File: src/rtl/scratch_stack_ram_if.sv
// Bus between the control unit and the scratch/stack RAM.
interface scratch_stack_ram_if #(
    parameter int unsigned DATA_W = 10,
    parameter int unsigned ADDR_W = 8
);
    logic [ADDR_W-1:0] SCR_ADDR;
    logic [DATA_W-1:0] SCR_DIN;
    logic              SCR_WE;
    logic              PUSH;
    logic              POP;
    logic              SP_LD;
    logic [ADDR_W-1:0] SP_DIN;
    logic              ERR_CLR;
    logic [DATA_W-1:0] DATA_OUT;
    logic [ADDR_W-1:0] SP_OUT;
    logic [ADDR_W:0]   COUNT;
    logic              FULL;
    logic              EMPTY;
    logic              OVF;
    logic              UNF;

    // Control unit side
    modport master (
        output SCR_ADDR, SCR_DIN, SCR_WE, PUSH, POP, SP_LD, SP_DIN, ERR_CLR,
        input  DATA_OUT, SP_OUT, COUNT, FULL, EMPTY, OVF, UNF
    );

    // RAM side
    modport slave (
        input  SCR_ADDR, SCR_DIN, SCR_WE, PUSH, POP, SP_LD, SP_DIN, ERR_CLR,
        output DATA_OUT, SP_OUT, COUNT, FULL, EMPTY, OVF, UNF
    );
endinterface

File: src/rtl/scratch_stack_ram.sv
// Scratch RAM with a downward-growing hardware stack, occupancy tracking
// and sticky overflow/underflow flags. Read data is combinational.
module scratch_stack_ram #(
    parameter int unsigned DATA_W = 10,
    parameter int unsigned ADDR_W = 8,
    parameter int unsigned SP_RST = 0
) (
    input  logic               CLK,
    input  logic               RST_N,
    scratch_stack_ram_if.slave bus
);
    localparam int unsigned DEPTH = 1 << ADDR_W;
    localparam int unsigned CNT_W = ADDR_W + 1;

    logic [DATA_W-1:0] mem [DEPTH];

    logic [ADDR_W-1:0] sp_q,   sp_nxt;
    logic [CNT_W-1:0]  cnt_q,  cnt_nxt;
    logic              full_q, full_nxt;
    logic              empty_q, empty_nxt;
    logic              ovf_q,  ovf_nxt;
    logic              unf_q,  unf_nxt;

    logic              wr_en;
    logic [ADDR_W-1:0] wr_addr;
    logic [ADDR_W-1:0] rd_addr;

    // Next-state decode: SP load beats stack ops, stack ops beat direct write
    always_comb begin
        sp_nxt  = sp_q;
        cnt_nxt = cnt_q;
        ovf_nxt = ovf_q & ~bus.ERR_CLR;
        unf_nxt = unf_q & ~bus.ERR_CLR;
        wr_en   = 1'b0;
        wr_addr = bus.SCR_ADDR;

        if (bus.SP_LD) begin
            sp_nxt  = bus.SP_DIN;
            cnt_nxt = '0;
        end else if (bus.PUSH && bus.POP) begin
            // Replace top of stack in place
            if (empty_q) begin
                unf_nxt = 1'b1;
            end else begin
                wr_en   = 1'b1;
                wr_addr = sp_q;
            end
        end else if (bus.PUSH) begin
            if (full_q) begin
                ovf_nxt = 1'b1;
            end else begin
                wr_en   = 1'b1;
                wr_addr = sp_q - ADDR_W'(1);
                sp_nxt  = sp_q - ADDR_W'(1);
                cnt_nxt = cnt_q + CNT_W'(1);
            end
        end else if (bus.POP) begin
            if (empty_q) begin
                unf_nxt = 1'b1;
            end else begin
                sp_nxt  = sp_q + ADDR_W'(1);
                cnt_nxt = cnt_q - CNT_W'(1);
            end
        end else if (bus.SCR_WE) begin
            wr_en   = 1'b1;
            wr_addr = bus.SCR_ADDR;
        end

        full_nxt  = (cnt_nxt == CNT_W'(DEPTH));
        empty_nxt = (cnt_nxt == '0);
    end

    // Stack pointer, occupancy and flag registers
    always_ff @(posedge CLK or negedge RST_N) begin
        if (!RST_N) begin
            sp_q    <= ADDR_W'(SP_RST);
            cnt_q   <= '0;
            full_q  <= 1'b0;
            empty_q <= 1'b1;
            ovf_q   <= 1'b0;
            unf_q   <= 1'b0;
        end else begin
            sp_q    <= sp_nxt;
            cnt_q   <= cnt_nxt;
            full_q  <= full_nxt;
            empty_q <= empty_nxt;
            ovf_q   <= ovf_nxt;
            unf_q   <= unf_nxt;
        end
    end

    // Storage array; contents deliberately survive reset
    always_ff @(posedge CLK) begin
        if (wr_en) begin
            mem[wr_addr] <= bus.SCR_DIN;
        end
    end

    // A pop reads the current top; otherwise the direct address
    always_comb begin
        rd_addr = bus.POP ? sp_q : bus.SCR_ADDR;
    end

    assign bus.DATA_OUT = mem[rd_addr];
    assign bus.SP_OUT   = sp_q;
    assign bus.COUNT    = cnt_q;
    assign bus.FULL     = full_q;
    assign bus.EMPTY    = empty_q;
    assign bus.OVF      = ovf_q;
    assign bus.UNF      = unf_q;
endmodule

File: src/flat_wrapper.sv
// flat-port wrapper written by rule: the top's interface ports become plain ports
module scratch_stack_ram_flat 
#(
    parameter int unsigned DATA_W = 10,
    parameter int unsigned ADDR_W = 8,
    parameter int unsigned SP_RST = 0
)
  (CLK, RST_N, bus_SCR_ADDR, bus_SCR_DIN, bus_SCR_WE, bus_PUSH, bus_POP, bus_SP_LD, bus_SP_DIN, bus_ERR_CLR, bus_DATA_OUT, bus_SP_OUT, bus_COUNT, bus_FULL, bus_EMPTY, bus_OVF, bus_UNF);
  scratch_stack_ram_if #(.DATA_W(DATA_W), .ADDR_W(ADDR_W)) bus_i ();
  input  logic CLK;
  input  logic RST_N;
  input wire logic [$bits(bus_i.SCR_ADDR)-1:0] bus_SCR_ADDR;
  input wire logic [$bits(bus_i.SCR_DIN)-1:0] bus_SCR_DIN;
  input wire logic [$bits(bus_i.SCR_WE)-1:0] bus_SCR_WE;
  input wire logic [$bits(bus_i.PUSH)-1:0] bus_PUSH;
  input wire logic [$bits(bus_i.POP)-1:0] bus_POP;
  input wire logic [$bits(bus_i.SP_LD)-1:0] bus_SP_LD;
  input wire logic [$bits(bus_i.SP_DIN)-1:0] bus_SP_DIN;
  input wire logic [$bits(bus_i.ERR_CLR)-1:0] bus_ERR_CLR;
  output wire logic [$bits(bus_i.DATA_OUT)-1:0] bus_DATA_OUT;
  output wire logic [$bits(bus_i.SP_OUT)-1:0] bus_SP_OUT;
  output wire logic [$bits(bus_i.COUNT)-1:0] bus_COUNT;
  output wire logic [$bits(bus_i.FULL)-1:0] bus_FULL;
  output wire logic [$bits(bus_i.EMPTY)-1:0] bus_EMPTY;
  output wire logic [$bits(bus_i.OVF)-1:0] bus_OVF;
  output wire logic [$bits(bus_i.UNF)-1:0] bus_UNF;
  assign bus_i.SCR_ADDR = bus_SCR_ADDR;
  assign bus_i.SCR_DIN = bus_SCR_DIN;
  assign bus_i.SCR_WE = bus_SCR_WE;
  assign bus_i.PUSH = bus_PUSH;
  assign bus_i.POP = bus_POP;
  assign bus_i.SP_LD = bus_SP_LD;
  assign bus_i.SP_DIN = bus_SP_DIN;
  assign bus_i.ERR_CLR = bus_ERR_CLR;
  assign bus_DATA_OUT = bus_i.DATA_OUT;
  assign bus_SP_OUT = bus_i.SP_OUT;
  assign bus_COUNT = bus_i.COUNT;
  assign bus_FULL = bus_i.FULL;
  assign bus_EMPTY = bus_i.EMPTY;
  assign bus_OVF = bus_i.OVF;
  assign bus_UNF = bus_i.UNF;
  scratch_stack_ram #(.DATA_W(DATA_W), .ADDR_W(ADDR_W), .SP_RST(SP_RST)) u_core (.CLK(CLK), .RST_N(RST_N), .bus(bus_i));
endmodule
File: config.mk
export PLATFORM = sky130hd
export DESIGN_NAME = scratch_stack_ram_flat
export DESIGN_NICKNAME = d
export VERILOG_FILES = /design/src/rtl/scratch_stack_ram_if.sv /design/src/rtl/scratch_stack_ram.sv /design/src/flat_wrapper.sv
export SDC_FILE = /design/constraint.sdc
export NUM_CORES = 2
export LEC_CHECK = 0
export BUFFER_PORTS_ARGS = -buffer_cell sky130_fd_sc_hd__buf_2
export CAP_MARGIN = 5
export CORE_MARGIN = 1.5
export CORE_UTILIZATION = 25
export CTS_CLUSTER_DIAMETER = 80
export DETAILED_ROUTE_END_ITERATION = 10
export PLACE_DENSITY_LB_ADDON = 0.3
export RECOVER_POWER = 25
export SYNTH_ARGS = -nofsm -noshare
export SYNTH_HDL_FRONTEND = slang
export SYNTH_SLANG_ARGS = --single-unit
File: constraint.sdc
create_clock -name CLK -period 3.45 [get_ports CLK]
set_input_delay 0.69 -clock CLK [delete_from_list [all_inputs] [get_ports CLK]]
set_output_delay 0.69 -clock CLK [all_outputs]
set_load 0.03 [all_outputs]
# --- Word level (Yosys, flattened, before mapping) ---
# Memories as Yosys holds them, arrays and structs flattened.
# Cells that the tools add are included.
totals:
  ff_bits: 21
  mem_bits_rw: 2560
  inputBits: 33
  word_cells: 58
  n_memories: 1
classes:
  add_sub_neg: 4
  n_eq_ne: 4
  n_mux: 36
  bitwise: 3
  reduce_logical: 4
memory_table:
  columns: ["memory", "words", "width", "read_ports", "rd_ports_with_merged_regs", "write_ports", "line", "text"]
  rows:
  - ["u_core.mem", 256, 10, 1, 0, 1, "scratch_stack_ram.sv:15", "logic [DATA_W-1:0] mem [DEPTH];"]
ops:
  columns: ["op", "count"]
  rows:
  - ["2-to-1 mux 8 bit", 12]
  - ["2-to-1 mux 9 bit", 6]
  - ["2-to-1 mux 1 bit", 18]
  - ["adder 9 x 1 -> 9 bit (second input constant)", 1]
  - ["== test 9 bit (second input constant)", 1]
  - ["logical NOT 9 bit", 1]
  - ["subtractor 9 x 1 -> 9 bit (second input constant)", 1]
  - ["adder 8 x 1 -> 8 bit (second input constant)", 1]
  - ["subtractor 8 x 1 -> 8 bit (second input constant)", 1]
  - ["!= test 3 bit (second input constant)", 2]
  - ["AND reduction 4 bit", 1]
  - ["nonzero test 3 bit", 1]
  - ["AND 1 bit", 2]
  - ["!= test 2 bit (second input constant)", 1]
  - ["logical AND 1 bit", 1]
  - ["inverter 1 bit", 1]

# --- Depth between registers and ports, before layout ---
logic_depth:
  ltp_word: 7
  mapped_depth: 12
  ltp_nobuf: 10

# --- Worst setup path before layout ---
# Ideal clock, no wire load.
synth_timing:
  path_type: "register -> output"
  from: "register u_core.sp_q[1] (netlist: u_core.bus.SP_OUT[1])"
  to: "output bus_DATA_OUT[2]"
  arrival_time_ns: 2.983
  required_time_ns: 2.760
  setup_slack_ns: -0.223
  path_stages_with_launch: 11
  n_path_buf: 4
  path_cell_list: "dfrtp_1 clkbuf_1 mux2_2 buf_2 buf_2 clkbuf_1 mux4_2 a21oi_1 nor2_1 o41ai_1 o2111ai_1"
synth_via:
  elab_chain_len: 2
synth_rtl:
  columns: ["item", "line", "text"]
  rows:
  - ["start, declared", "scratch_stack_ram.sv:17", "logic [ADDR_W-1:0] sp_q, sp_nxt;"]
  - ["start signal, assigned", "scratch_stack_ram.sv:76", "sp_q <= ADDR_W'(SP_RST);"]
  - ["start signal, assigned", "scratch_stack_ram.sv:83", "sp_q <= sp_nxt;"]
  - ["2-to-1 mux 8 bit", "scratch_stack_ram.sv:101", "rd_addr = bus.POP ? sp_q : bus.SCR_ADDR;"]
  - ["memory (256 x 10 bit)", null, null]
  - ["end, declared", "flat_wrapper.sv:20", "output wire logic [$bits(bus_i.DATA_OUT)-1:0] bus_DATA_OUT;"]
# Every way passes these cells.

# --- Final worst setup path ---
layout_timing:
  from: "register u_core.sp_q[0] (netlist: u_core.bus.SP_OUT[0])"
  to: "output bus_DATA_OUT[4]"
# The elaborated chain is that of the path after synthesis.

==> impl_results.md <==
* Max Clk Rate at 187.0 MHz
* DIE AREA at 413,600 sq um
* Post-route worst setup slack at -1.899 ns
* Tot Pwr at 77.07 mW
* Relative slew slack at -141.0%
* Worst Hold Class: in -> reg
* Share of the synthesized area in the top cell type at 75.04%
* Final Hold Viols at 0
* Iteration-0 DRC Markers at 6,446
* CTS tree: yes
* Vias/cell at 4.782
* CP max FO at 5
* Main synth FF type: edfxtp_1
* Final wirelength at 345,700 microns
* Fin crit share at 155.0%
* CP bufs+invs at 5
* Ranking of synthesized cells by area: edfxtp_1, mux2i_1, nand2_1
* H-tree levels at 5
* Die Width at 643.1 microns
* Clock Pin Slew Worst Setup and Hold Paths at 0.06 ns
* Most numerous cell in the Yosys netlist: edfxtp_1
* Fraction of layout cells with a size suffix above 1 at 27.31%
* Sequential area share after synthesis at 75.56%
* Syn avg cell area at 15.53 sq um
* Synth Instances at 6,598
* Register bit total from synthesis at 2,581
* Cell Chain, Critical Path: mux2_8, buf_6, buf_12, buf_16, mux4_2, a2111oi_4, a21oi_2, o41ai_4, nand4_1, buf_4, buf_6
* Via count at 64,310
* Max_cap viols at 12
* Clk_skew at 0.05999 ns
* Slew of the pin with the lowest slew margin at 3.615 ns
* # IOs at 64
* Violations in the final reports: capacitance limit, slew limit, setup timing
* Global placer's final weighted congestion at 0.8497
* Worst path depth at 11
* Critical Path RT at 2.76 ns
* DRC violations left at 0
* CTS buffer count at 290
* Vias in the first global route at 64,440
* Multi-input combinational cell area at 25,520 sq um
* Crit path DAT at 4.66 ns
* Rows at 234
* Crit path from: u_core.bus.SP_OUT[0]
* DRT Pass-1 Iters at 6
* Worst Setup EP: bus_DATA_OUT[4]
* DR WL/cell at 25.70 microns
* Area Growth Syn to Fin at 29.27%
* Fillers at 39,670
* Pwr dens at 582.0 nW/um^2
* Status: complete, but fails checks
* Hold slack at 0.3587 ns
* Critical path class: reg -> out
* Fin. max-slew vios at 715
* Worst skew pair latency at 0.90 ns
* Critical path launch point type: flip-flop
* Largest net degree at the start of global routing at 111
* Leak Pwr at 44.78 nW
* Unrepaired setup endpoints after global routing: true
* Slowest CP cell: nand4_1
* GRT Util Overall at 16.21%
* Worst Hold Launch: bus_PUSH
* CP most frequent cell: buf_6
* Final Cell Area at 132,400 sq um
* Minimum clock period at 5.349 ns
* Cell variety after synth at 66
* Critical R2R Capture: u_core.mem[222][9]
* Post-detail-place hpwl at 224,500 microns
* Initial core utilization at 25.17%
* Synth Cell Area at 102,400 sq um
* Die Y at 643.1 microns
* Delay-heaviest family, CP: compound AO/OA/AOI/OAI gates
* Peak supply drop at 0.4476 mV
* Core area at 407,000 sq um
* Port Buffer Count at 63
* First-pass GRT wire length at 489,600 microns
* Final setup viols at 173
* Overflow after GRT at 0
* Synthesized net count at 6,635
* Post-synthesis cell type with the largest combined area: edfxtp_1
* Asr flop ratio synth at 0.8136%
* FF+latch area at 77,410 sq um
* CTS Sinks at 2,581
* CP max stage delay at 0.57 ns
* Worst R2R Path Depth at 11
* Initial antenna violation count at 16
* NumNets Final at 7,843
* Reg2reg start: u_core.bus.SP_OUT[1]
* Post-synth EDFFs at 2,560
* Flop2flop setup slack at 0.12 ns
* Antenna-violating nets left at 0
* Element type at the critical path end: output port
* Max Buffers Root-to-Sink at 4
* Synth warnings at 0
* Commonest cells in the netlist: edfxtp_1, nand2_1, mux2i_1, nand3_1, nor2_1
* Clock root cell: clkbuf_16
* Area after DPL at 119,400 sq um
flip-flops by register name (all words and copies together), names as in the netlist:
signal,cells
u_core.bus.COUNT,9
u_core.bus.EMPTY,1
u_core.bus.FULL,1
u_core.bus.OVF,1
u_core.bus.SP_OUT,8
u_core.bus.UNF,1
u_core.mem,2560
layout make-up:
cell class                 instances  area share, %
sequential                      2581          58.45
multi-input combinational       3564          19.27
timing repair buffer            1355          10.32
clock buffer                     358          5.769
tap                             5428          5.129
clock inverter                   147          1.008
inverter                          14        0.03968
antenna                            3       0.005669
metal layers:
layer | GRT usage, % | vias to the layer above | wire length (microns)
met3 | 2.029 | 512 | 19990
met4 | 5.023 | 2 | 11850
li1 | - | 28110 | -
met1 | 21.30 | 33580 | 144100
met5 | 0 | - | 13
met2 | 27.81 | 2109 | 169700
metrics by stage:
stage | setup WS, ns | util [%] | cells | TNS [ns]
after floorplan | -0.07987 | - | 6598 | -0.6018
after global placement | -2.885 | 29.33 | 12810 | -1912.06
after detailed placement | -2.373 | 29.33 | 12810 | -1815.90
after CTS | -1.998 | 32.41 | 13430 | -17.44
after global routing | -1.960 | 32.54 | 13450 | -73.05
final | -1.899 | 32.54 | 13450 | -27.11
layout by cell type, fill, tap and decap left out, types with 18 or more instances in the layout:
master / n
mux2i_1: 519
edfxtp_1: 2560
a21oi_1: 156
o221ai_1: 179
nor3_1: 82
clkbuf_1: 74
mux4_2: 123
clkbuf_16: 298
buf_6: 54
nor2_4: 90
mux2i_2: 18
nand2_1: 1054
nand4_1: 33
buf_12: 227
o21ai_0: 81
o22ai_1: 74
buf_16: 18
nor3_2: 19
clkinv_2: 36
buf_2: 42
buf_4: 955
nand3_1: 405
o221ai_2: 31
clkinv_1: 66
o21ai_1: 26
nor2_1: 211
a31oi_1: 149
timing repair:
item | 4_1_cts | 5_1_grt
gates cloned | 14 | 2
setup endpoints to repair | 2163 | 331
setup buffers | 102 | 30
gates resized for setup | 464 | 155
pin swaps | 86 | 75
hold endpoints to repair | 30 | 0
hold buffers | 10 | 0
report_power, final:
| part | switching [mW] | internal, mW |
|---|---|---|
| clock | 12.6 | 17.0 |
| combinational | 7.63 | 5.20 |
| sequential | 0.0759 | 34.6 |
worst min path at each step:
stage                                endpoint  slack [ns]  cells past startpoint
after floorplan           u_core.bus.COUNT[0]        0.39                      0
after detailed placement       u_core.bus.UNF        0.53                      2
final                     u_core.bus.COUNT[1]        0.36                      5
after global routing           u_core.bus.OVF        0.37                      5
after global placement         u_core.bus.OVF        0.52                      2
after CTS                  u_core.mem[235][4]        0.15                      1
cells by family (layout without fill, tap and decap cells):
family | after synthesis | count (layout) | share of synthesized area (%)
AO/OA/AOI/OAI | 868 | 868 | 5.772
XOR/XNOR | 15 | 15 | 0.1283
adder cells (fa/ha/maj) | 4 | 4 | 0.04886
buffers and inverters | 454 | 1874 | 2.131
flip-flops | 2581 | 2581 | 75.56
multiplexers | 680 | 681 | 8.161
other | 0 | 3 | 0
AND/OR/NAND/NOR | 1996 | 1996 | 8.200
tightest hold or removal path: cells and delay by family:
family,cells,cell delay (ns)
simple gates,3,0.24
buf+inv,2,0.28
No activity file was read; power rests on OpenSTA's default activity.
